===== src/rtl/pulse_hs_src.sv =====
// Source end of a 4-phase req/ack pulse crossing. Pulses are queued in a
// saturating counter and each one is launched as a full req/ack handshake.
module pulse_hs_src #(
  parameter int unsigned CNT_W       = 4,
  parameter int unsigned SYNC_STAGES = 2
) (
  input  logic             clk,
  input  logic             rstn,
  input  logic             pulse_in,
  input  logic             ack_async,
  input  logic             clr_ovf,
  output logic             req_out,
  output logic             busy,
  output logic [CNT_W-1:0] pend_cnt,
  output logic             overflow
);

  typedef enum logic [1:0] {
    IDLE     = 2'd0,
    REQ      = 2'd1,
    WAIT_LOW = 2'd2
  } state_t;

  localparam logic [CNT_W-1:0] CNT_MAX = {CNT_W{1'b1}};
  localparam logic [CNT_W-1:0] CNT_ONE = CNT_W'(1);

  state_t                 state;
  logic [SYNC_STAGES-1:0] ack_sync;
  logic                   ack_s;
  logic                   launch;

  // NOTE: every flop, synchroniser included, uses the async reset so that a
  // reset mid-handshake drops req_out at once and no stale ack survives.
  always_ff @(posedge clk or negedge rstn) begin
    if (!rstn) begin
      ack_sync <= '0;
    end else begin
      ack_sync <= {ack_sync[SYNC_STAGES-2:0], ack_async};
    end
  end

  assign ack_s  = ack_sync[SYNC_STAGES-1];
  assign launch = (state == IDLE) && (pend_cnt != '0);

  // NOTE: pending counter saturates; a pulse arriving with the counter full
  // and no launch in the same cycle is dropped and flagged, never wrapped.
  always_ff @(posedge clk or negedge rstn) begin
    if (!rstn) begin
      pend_cnt <= '0;
      overflow <= 1'b0;
    end else begin
      unique case ({pulse_in, launch})
        2'b10: begin
          if (pend_cnt != CNT_MAX) begin
            pend_cnt <= pend_cnt + CNT_ONE;
          end
        end
        2'b01:   pend_cnt <= pend_cnt - CNT_ONE;
        default: pend_cnt <= pend_cnt;
      endcase

      // Setting on a dropped pulse takes priority over a concurrent clear.
      if (pulse_in && !launch && (pend_cnt == CNT_MAX)) begin
        overflow <= 1'b1;
      end else if (clr_ovf) begin
        overflow <= 1'b0;
      end
    end
  end

  // NOTE: state and req_out are updated in one clocked block with
  // non-blocking assignments, so req_out is a clean registered level.
  always_ff @(posedge clk or negedge rstn) begin
    if (!rstn) begin
      state   <= IDLE;
      req_out <= 1'b0;
    end else begin
      unique case (state)
        IDLE: begin
          // A stale ack_s here is deliberately ignored.
          if (launch) begin
            state   <= REQ;
            req_out <= 1'b1;
          end
        end
        REQ: begin
          if (ack_s) begin
            state   <= WAIT_LOW;
            req_out <= 1'b0;
          end
        end
        WAIT_LOW: begin
          if (!ack_s) begin
            state <= IDLE;
          end
        end
        default: begin
          state   <= IDLE;
          req_out <= 1'b0;
        end
      endcase
    end
  end

  assign busy = (state != IDLE) || (pend_cnt != '0);

endmodule


===== config.mk =====
export PLATFORM = sky130hd
export DESIGN_NAME = pulse_hs_src
export DESIGN_NICKNAME = d
export VERILOG_FILES = /design/src/rtl/pulse_hs_src.sv
export SDC_FILE = /design/constraint.sdc
export NUM_CORES = 1
export LEC_CHECK = 0
export CAP_MARGIN = 10
export CORE_MARGIN = 8
export CORE_UTILIZATION = 42
export CTS_CLUSTER_SIZE = 12
export DETAILED_ROUTE_END_ITERATION = 10
export GPL_TIMING_DRIVEN = 0
export PLACE_DENSITY = 0.81
export RECOVER_POWER = 25
export SLEW_MARGIN = 20
export SYNTH_ARGS = -nofsm -noshare
export SYNTH_HDL_FRONTEND = slang
export SYNTH_SLANG_ARGS = --single-unit

===== constraint.sdc =====
create_clock -name clk -period 1.86 [get_ports clk]
set_input_delay 0.372 -clock clk [delete_from_list [all_inputs] [get_ports clk]]
set_output_delay 0.372 -clock clk [all_outputs]
set_load 0.05 [all_outputs]

Yosys cells after proc, flatten, opt, wreduce, memory -nomap -nowiden
Index checks and enable logic that the tools add are counted.
{ "totals": {"input_bits": 5, "reg_bits": 10, "out_inout_bits": 7, "elab_cells": 42} }
{ "op_classes": {"n_bitwise": 1, "eq_ne": 10, "n_mux": 11, "reduce_logical": 13, "addsub": 2} }
{ "ops": {"columns": ["cell", "count"], "rows": [
  ["2-bit inequality test (second input constant)", 4],
  ["4-bit case mux with 2 select lines", 1],
  ["2-bit two-way mux", 3],
  ["2-bit case mux with 3 select lines", 1],
  ["3-bit AND reduction", 2],
  ["2-bit nonzero test", 3],
  ["4-bit by 1-bit adder with 4-bit output (second input constant)", 1],
  ["2-bit by 1-bit equality test with 1-bit output (second input constant)", 2],
  ["2-bit equality test (second input constant)", 2],
  ["4-bit equality test (second input constant)", 1],
  ["1-bit two-way mux", 4],
  ["4-bit two-way mux", 1],
  ["4-bit inequality test (second input constant)", 1],
  ["4-bit nonzero test", 1],
  ["4-bit by 1-bit subtractor with 4-bit output (second input constant)", 1],
  ["1-bit logical AND", 3],
  ["1-bit case mux with 3 select lines", 1],
  ["2-bit logical NOT", 1],
  ["2-bit AND reduction", 1],
  ["1-bit logical NOT", 1],
  ["1-bit logical OR", 1],
  ["1-bit inverter", 1]
]} }

Logic depth before layout (Yosys ltp)
Gate-level depths: netlist of run 1.
{ "depth": {"ltp_word": 6, "ltp_mapped": 9, "mapped_depth_nobuf": 8} }

Worst setup path before layout of run 1
No wires, ideal clock.
{ "synth_path": {"path_kind": "reg2reg", "start": "register pend_cnt[1]", "end": "register pend_cnt[2]", "n_path_buf": 1, "slack_ns": -0.454, "stages_incl_launch_ff": 10, "setup_ns": 0.133, "t_required_ns": 1.727, "t_arrival_ns": 2.181, "period_less_slack_ns": 2.314, "cell_sequence": "dfrtp_1 -> buf_6 -> or4_4 -> nand2_1 -> xnor2_1 -> ha_1 -> nor2_1 -> a32oi_1 -> o22ai_1 -> xor2_1"} }
{ "synth_between": {"elab_chain_cells": 5, "word_cells_on_any_way": 12, "classes_between": "add/sub (2); eq/ne (4); mux (2); reduce/logical (4)"} }
{ "synth_lines": {"columns": ["element", "line_no", "text"], "rows": [
  ["from (decl)", "14", "output logic [CNT_W-1:0] pend_cnt,"],
  ["from (signal assigned)", "55", "pend_cnt <= pend_cnt + CNT_ONE;"],
  ["from (signal assigned)", "58", "2'b01: pend_cnt <= pend_cnt - CNT_ONE;"],
  ["from (signal assigned)", "59", "default: pend_cnt <= pend_cnt;"],
  ["parallel branches: the longest is 5 deep, another holds 4-bit by 1-bit adder with 4-bit output", null, null]
]} }
Parallel ways; which one is timed is not known. The select of a mux whose other input is x is not followed.
A chain may end at the register's enable or synchronous reset.

Final worst setup path of run 1
{ "layout_path": {"start": "register state[1]", "end": "register pend_cnt[1]"} }
{ "layout_between": {"elab_chain_cells": 5, "word_cells_on_any_way": 8, "classes_between": "eq/ne (3); mux (1); reduce/logical (4)"} }
{ "layout_lines": {"columns": ["element", "line_no", "text"], "rows": [
  ["from (decl)", "27", "state_t state;"],
  ["from (signal assigned)", "75", "state <= IDLE;"],
  ["from (signal assigned)", "82", "state <= REQ;"],
  ["from (signal assigned)", "88", "state <= WAIT_LOW;"],
  ["2-bit logical NOT *", "43", "assign launch = (state == IDLE) && (pend_cnt != '0);"],
  ["1-bit logical AND *", "43", null],
  ["2-bit equality test or 2-bit by 1-bit equality test with 1-bit output (tied branches)", "52", "unique case ({pulse_in, launch})"],
  ["2-bit inequality test (no source line) or 2-bit nonzero test (tied branches)", null, null],
  ["2-bit AND reduction (no source line)", null, null]
]} }
Mark *: on every way between the ends. The rest lies on a longest branch, timed or not.

==> results of run 1 <==
[placed cells by master (no fill, tap or decap), types with 2 or more instances in the layout]
| cell | synthesis | routed |
|---|---|---|
| buf_4 | 0 | 14 |
| clkbuf_4 | 0 | 3 |
| nand2_1 | 3 | 2 |
| o21a_1 | 3 | 3 |
| o22ai_1 | 2 | 2 |
| nor3_1 | 5 | 3 |
| dlygate4sd2_1 | 0 | 2 |
| nor3_2 | 0 | 2 |
| clkdlybuf4s50_1 | 0 | 5 |
| inv_1 | 3 | 3 |
| buf_2 | 1 | 2 |
| dfrtp_2 | 0 | 3 |
| a21oi_1 | 3 | 3 |
| dfrtp_1 | 10 | 7 |
| nor2_1 | 9 | 8 |
| dlygate4sd3_1 | 0 | 2 |
[cells by family (layout without fill, tap and decap cells)]
kind of cell / count (synthesis) / in the layout
simple gates: 23 / 23
buf+inv: 8 / 34
compound gates: 18 / 18
flops: 10 / 10
fa+ha+maj: 1 / 1
xor+xnor: 3 / 3
[metal layers]
layer | vias up | share of wire | GRT usage
met4 | 0 | 0.026 | 0.0776
met1 | 273 | 0.42 | 0.146
li1 | 279 | - | -
met5 | - | 0 | 0
met3 | 4 | 0.046 | 0.0256
met2 | 24 | 0.50 | 0.211
[repair_timing]
item | 4_1_cts | 5_1_grt
pin swaps | 6 | 3
gates resized for setup | 10 | 5
endpoints found under the hold margin | 0 | 0
endpoints found under the setup margin | 5 | 3
cloned | 0 | 0
buffers inserted | 11 | 3
[stage by stage]
step	worst slack, ns	util	total power, mW	std cells
2_1_floorplan	-0.331	-	1.14	63
3_3_place_gp	-0.228	0.553	1.35	88
3_5_place_dp	-0.244	0.553	1.37	88
4_1_cts	-0.195	0.654	1.72	101
5_1_grt	-0.286	0.682	1.99	104
6_report	-0.194	0.682	1.86	104
[state kept, by name, summed over array words and instances (netlist names)]
register	count
pend_cnt	4
overflow	1
ack_sync	2
state	2
req_out	1
[layout make-up]
cell class	count	area (sq um)	area share
plain buffers	3	31.3	0.0357
clock buffers	4	26.3	0.0300
inverters	3	11.3	0.0129
multi-input cells	45	337	0.384
flip-flops and latches	10	254	0.290
well taps	15	18.8	0.0214
repair buffers	24	198	0.226
[worst reg2reg max path, cell delays in order (launching register included)]
cell     delay, ns
dfrtp_1       0.48
nor3_2        0.35
nand2_4       0.11
buf_4         0.14
buf_4         0.12
buf_4         0.12
buf_4         0.12
buf_4         0.12
buf_4         0.12
o221a_2       0.27
[synthesized netlist by cell type, drive strengths merged (2+ instances only)]
| master | n | area (sq um) |
|---|---|---|
| nor4 | 2 | 12.5 |
| o22ai | 2 | 12.5 |
| inv | 3 | 11.3 |
| nor3 | 5 | 25.0 |
| o21ai | 2 | 10.0 |
| nor2 | 9 | 33.8 |
| xnor2 | 2 | 17.5 |
| o21a | 3 | 22.5 |
| a21oi | 3 | 15.0 |
| nand2 | 3 | 11.3 |
| buf | 2 | 16.3 |
| clkbuf | 3 | 11.3 |
| dfrtp | 10 | 250 |
[report_power, final]
part,internal [mW],switching (mW),total [mW]
combinational,0.611,0.640,1.25
clock,0.0833,0.0858,0.169
sequential,0.302,0.141,0.443
total,0.996,0.867,1.86
[worst paths after layout]
check | from | to | slack, ns | cells after the start
max | state[1] | pend_cnt[1] | -0.19 | 9
min in group asynchronous | rstn | overflow | 0.47 | 1
max in group asynchronous | rstn | pend_cnt[2] | 1.05 | 1
min reg2reg | ack_sync[0] | ack_sync[1] | 0.37 | 0
max reg2reg | state[1] | pend_cnt[1] | -0.19 | 9
min | ack_sync[0] | ack_sync[1] | 0.37 | 0
==> results.tsv, run 1 <==
metric	value	unit
final setup violation count	2	
FMAX	0.487	GHz
critical path buffer and inverter count	6	
Tmin final	2.05	ns
Final Cell Area	876	sq um
share of cells above drive strength 1	0.393	
worst hold slack	0.372	ns
IO buf count	10	
per-cell routed wire length	15.4	um
initial antenna violation count	0	
GR Util All Layers	0.128	
CP required	2.03	ns
Worst Path Arrival	2.22	ns
P per Cell Area	2130	nW/um^2
Worst-Margin Slew	0.495	ns
Die Ht	52.8	um
Post-DRT Antenna Nets	0	
Setup CP Type	register to register	
largest net degree at the start of global routing	11	
Nets	96	
Placer Congestion	0.834	
fin. max-slew vios	0	
CTS sink cnt	10	
maxcap violations	0	
crit path launch type	register	
Area Overhead vs Synth	54.2	%
Adder-Cell Fraction of Synth Area	0.0220	
DRT iter0 DRCs	14	
Ant. Diodes	0	
FP Rows	13	
most frequent CP cell	buf_4	
Total Wirelength	1600	um
HP Class	register to register	
initial core utilization	0.442	
Post-Synthesis Cells	63	
relative slew slack	0.669	
crit-path cells	nor3_2 -> nand2_4 -> buf_4 -> buf_4 -> buf_4 -> buf_4 -> buf_4 -> buf_4 -> o221a_2	
ys async rst share	1.00	
Top FF cell, synth	dfrtp_1	
die width	52.8	um
multiplexer area fraction after synthesis	0	
mean number of vias per cell	5.58	
first-pass GRT wire length	2620	um
total grt overflow	0	
# hold bufs at CTS	0	
layout filler cell count	107	
crit-path max FO	8	
Post-Synth Simple-Gate Area	0.200	
post-synthesis compound-gate area fraction	0.222	
Clock Latency Late Sink	0.28	ns
DRC viols	0	
DRT Pass-1 Iters	4	
fin crit share	1.10	
failing checks	setup timing	
max incr delay on CP	0.48	ns
CTS tree	done	
Critical-path top delay cell	dfrtp_1	
CTS buffer count	3	
Yosys cell types	28	
peak supply drop	929	uV
sequential cell area fraction in the yosys report	0.441	
maximum buffer depth of the clock tree	2	
hpwl dp	901	um
Syn Nets	69	
H-tree depth	1	
synth warn	0	
Crit path max-delay family	buffers and inverters	
setup ws final	-0.194	ns
Clock Skews	0.00835	ns
syn_area_per_cell	9.02	sq um
Seq cells post-synth	10	
cell area after synthesis	568	sq um
number of global-route vias before repair	581	
vias	580	
status	finished with violations	
largest family of logic cells by synthesized area	compound AO/OA/AOI/OAI gates	
Placed Area	711	sq um
EDFF count, synth	0	
post-synthesis xor/xnor area fraction	0.0463	
Final Hold Viols	0	
Clock transition at path regs	0.08	ns
Static Leakage	0.389	nW
RSZ-0062 raised after global routing	true	
Setup TNS	-0.384	ns
total I/O pin count	12	
core area	1280	sq um
full die area	2790	sq um
CP Capture Type	register	
CTS root buf	clkbuf_4	
(Power assumes the default switching activity.)
==> inputs of run 2 (changes only) <==
Settings changed: CORE_AREA from default to 8 8 45 47, CORE_MARGIN 8 to default, CORE_UTILIZATION 42 to default, DIE_AREA from default to 0 0 53 55, MAX_ROUTING_LAYER from default to met4, PLACE_DENSITY 0.81 to 0.8.
Clock period 1.86 ns to 2.5 ns, I/O delays scaled along.
==> run 2 against run 1 <==
Against the previous run:
- the run now ends clean
- first-iteration DRC count shrank 29%
- design area shrank 17%
- utilization shrank 16 points
- non-clock buffer count shrank 12
- cell count shrank 11%
- worst hold slack lost 0.023 ns
- critical path depth shrank 5
- flip-flop and latch count is the same
- global-route usage shrank 3.1 points
- total power shrank 39%
- register-to-register slack gained 0.52 ns
- critical endpoint is now busy
- largest cell class unchanged
- largest power group unchanged
==> results.tsv, run 2 (synthesized netlist as in run 1, its figures left out) <==
metric	value	unit
H-tree depth	1	
RSZ-0062 raised after global routing	false	
Largest Register	pend_cnt	
Placer Congestion	0.821	
hpwl dp	908	um
largest net degree at the start of global routing	11	
status	completed	
GR Util All Layers	0.0970	
Die Ht	55	um
post-CTS setup buffers	0	
maxcap violations	0	
relative slew slack	0.659	
FP Rows	14	
Nets	84	
CTS root buf	clkbuf_4	
total I/O pin count	12	
full die area	2920	sq um
Total Power	1.13	mW
share of cells above drive strength 1	0.130	
Clock Latency Late Sink	0.28	ns
CP required	2.00	ns
Area Overhead vs Synth	27.3	%
Setup CP Type	register to output port	
fin. max-slew vios	0	
vias	516	
peak supply drop	717	uV
Ant. Diodes	0	
Static Leakage	0.308	nW
hold depth	0	
Total Wirelength	1260	um
Worst Reg-to-Reg Cells	9	
most common cell after layout, fill and taps aside	dfrtp_1	
core area	1380	sq um
max incr delay on CP	0.53	ns
crit-path cells	clkbuf_1 -> nor2_1 -> nand2_1 -> dlygate4sd2_1	
IO buf count	10	
biggest regs	pend_cnt (4), ack_sync (2), state (2)	
fin crit share	0.916	
die width	53	um
number of global-route vias before repair	501	
DRT Pass-1 Iters	4	
Worst-Margin Slew	0.510	ns
CTS sink cnt	10	
crit path launch type	register	
mean number of vias per cell	5.55	
Clock Skews	0.00294	ns
max reg flops	4	
FMAX	0.437	GHz
initial antenna violation count	0	
Tmin final	2.29	ns
maximum buffer depth of the clock tree	2	
Setup TNS	0	ns
HP Class	register to register	
Critical-path top delay cell	dlygate4sd2_1	
Worst Path Arrival	1.79	ns
Final Hold Viols	0	
Clock transition at path regs	0.07	ns
first-pass GRT wire length	2060	um
DRT iter0 DRCs	10	
P per Cell Area	1560	nW/um^2
crit-path max FO	10	
total grt overflow	0	
CTS tree	done	
CTS buffer count	3	
final setup violation count	0	
per-cell routed wire length	13.6	um
CP Capture Type	output port	
Post-DRT Antenna Nets	0	
commonest non-fill, non-tap cells in the layout	dfrtp_1 (10), nor2_1 (9), clkdlybuf4s50_1 (7), nor3_1 (5)	
DRC viols	0	
initial core utilization	0.410	
==> run 2: cell types whose count changed in the layout (fill, tap and decap cells not counted), moves of 2 or more <==
cell / previous run / this run
buf_4: 14 / 0
dfrtp_1: 7 / 10
dfrtp_2: 3 / 0
clkbuf_1: 1 / 3
clkdlybuf4s50_1: 5 / 7
nor3_1: 3 / 5
nor3_2: 2 / 0
==> run 2: repair_timing <==
action                                  4_1_cts  5_1_grt
endpoints found under the setup margin        1        0
resized for setup                             1        0
hold buffers                                  0        0
==> run 2: metal layers <==
layer | vias to the layer above | part of all wire | global-route usage | wire length (um)
li1 | 254 | - | - | -
met1 | 241 | 0.45 | 0.101 | 569
met2 | 16 | 0.46 | 0.154 | 578
met3 | 5 | 0.060 | 0.0214 | 76
met4 | 0 | 0.031 | 0.0819 | 39
met5 | - | 0 | - | 0
==> run 2: worst max-delay path, delay by kind of cell (launching register included) <==
| kind | cells | cell delay, ns |
|---|---|---|
| flip-flops | 1 | 0.32 |
| AND/OR/NAND/NOR | 2 | 0.31 |
| buffers and inverters | 2 | 0.88 |
==> run 2: final cells by class <==
cell class / count / area (sq um)
plain buffers: 5 / 27.5
clock buffers: 4 / 36.3
fillers: 149 / 661
inverters: 3 / 11.3
multi-input cells: 45 / 279
flip-flops and latches: 10 / 250
well taps: 16 / 20.0
repair buffers: 10 / 98.8
==> run 2: worst paths after layout <==
kind                             startpoint     endpoint  slack [ns]
worst max-delay path               state[0]         busy        0.21
worst min-delay path            ack_sync[0]  ack_sync[1]        0.35
worst max register to register  pend_cnt[1]  pend_cnt[2]        0.33
worst min register to register  ack_sync[0]  ack_sync[1]        0.35
max in group asynchronous              rstn  pend_cnt[3]        1.59
min in group asynchronous              rstn     overflow        0.60
==> run 2: through the flow <==
stage | utilization | cell area (sq um) | setup WS (ns) | cells | hold slack [ns]
2_1_floorplan | - | 568 | 0.186 | 63 | 0.204
3_3_place_gp | 0.497 | 688 | 0.301 | 89 | 0.335
3_5_place_dp | 0.497 | 688 | 0.251 | 89 | 0.336
4_1_cts | 0.523 | 723 | 0.228 | 93 | 0.352
5_1_grt | 0.523 | 723 | 0.153 | 93 | 0.358
6_report | 0.523 | 723 | 0.209 | 93 | 0.349
==> run 2: power by group <==
group,switching [mW],leakage [nW],internal (mW)
Clock,0.0641,0.0210,0.0887
Combinational,0.423,0.165,0.281
Sequential,0.0527,0.122,0.220
Total,0.540,0.308,0.590
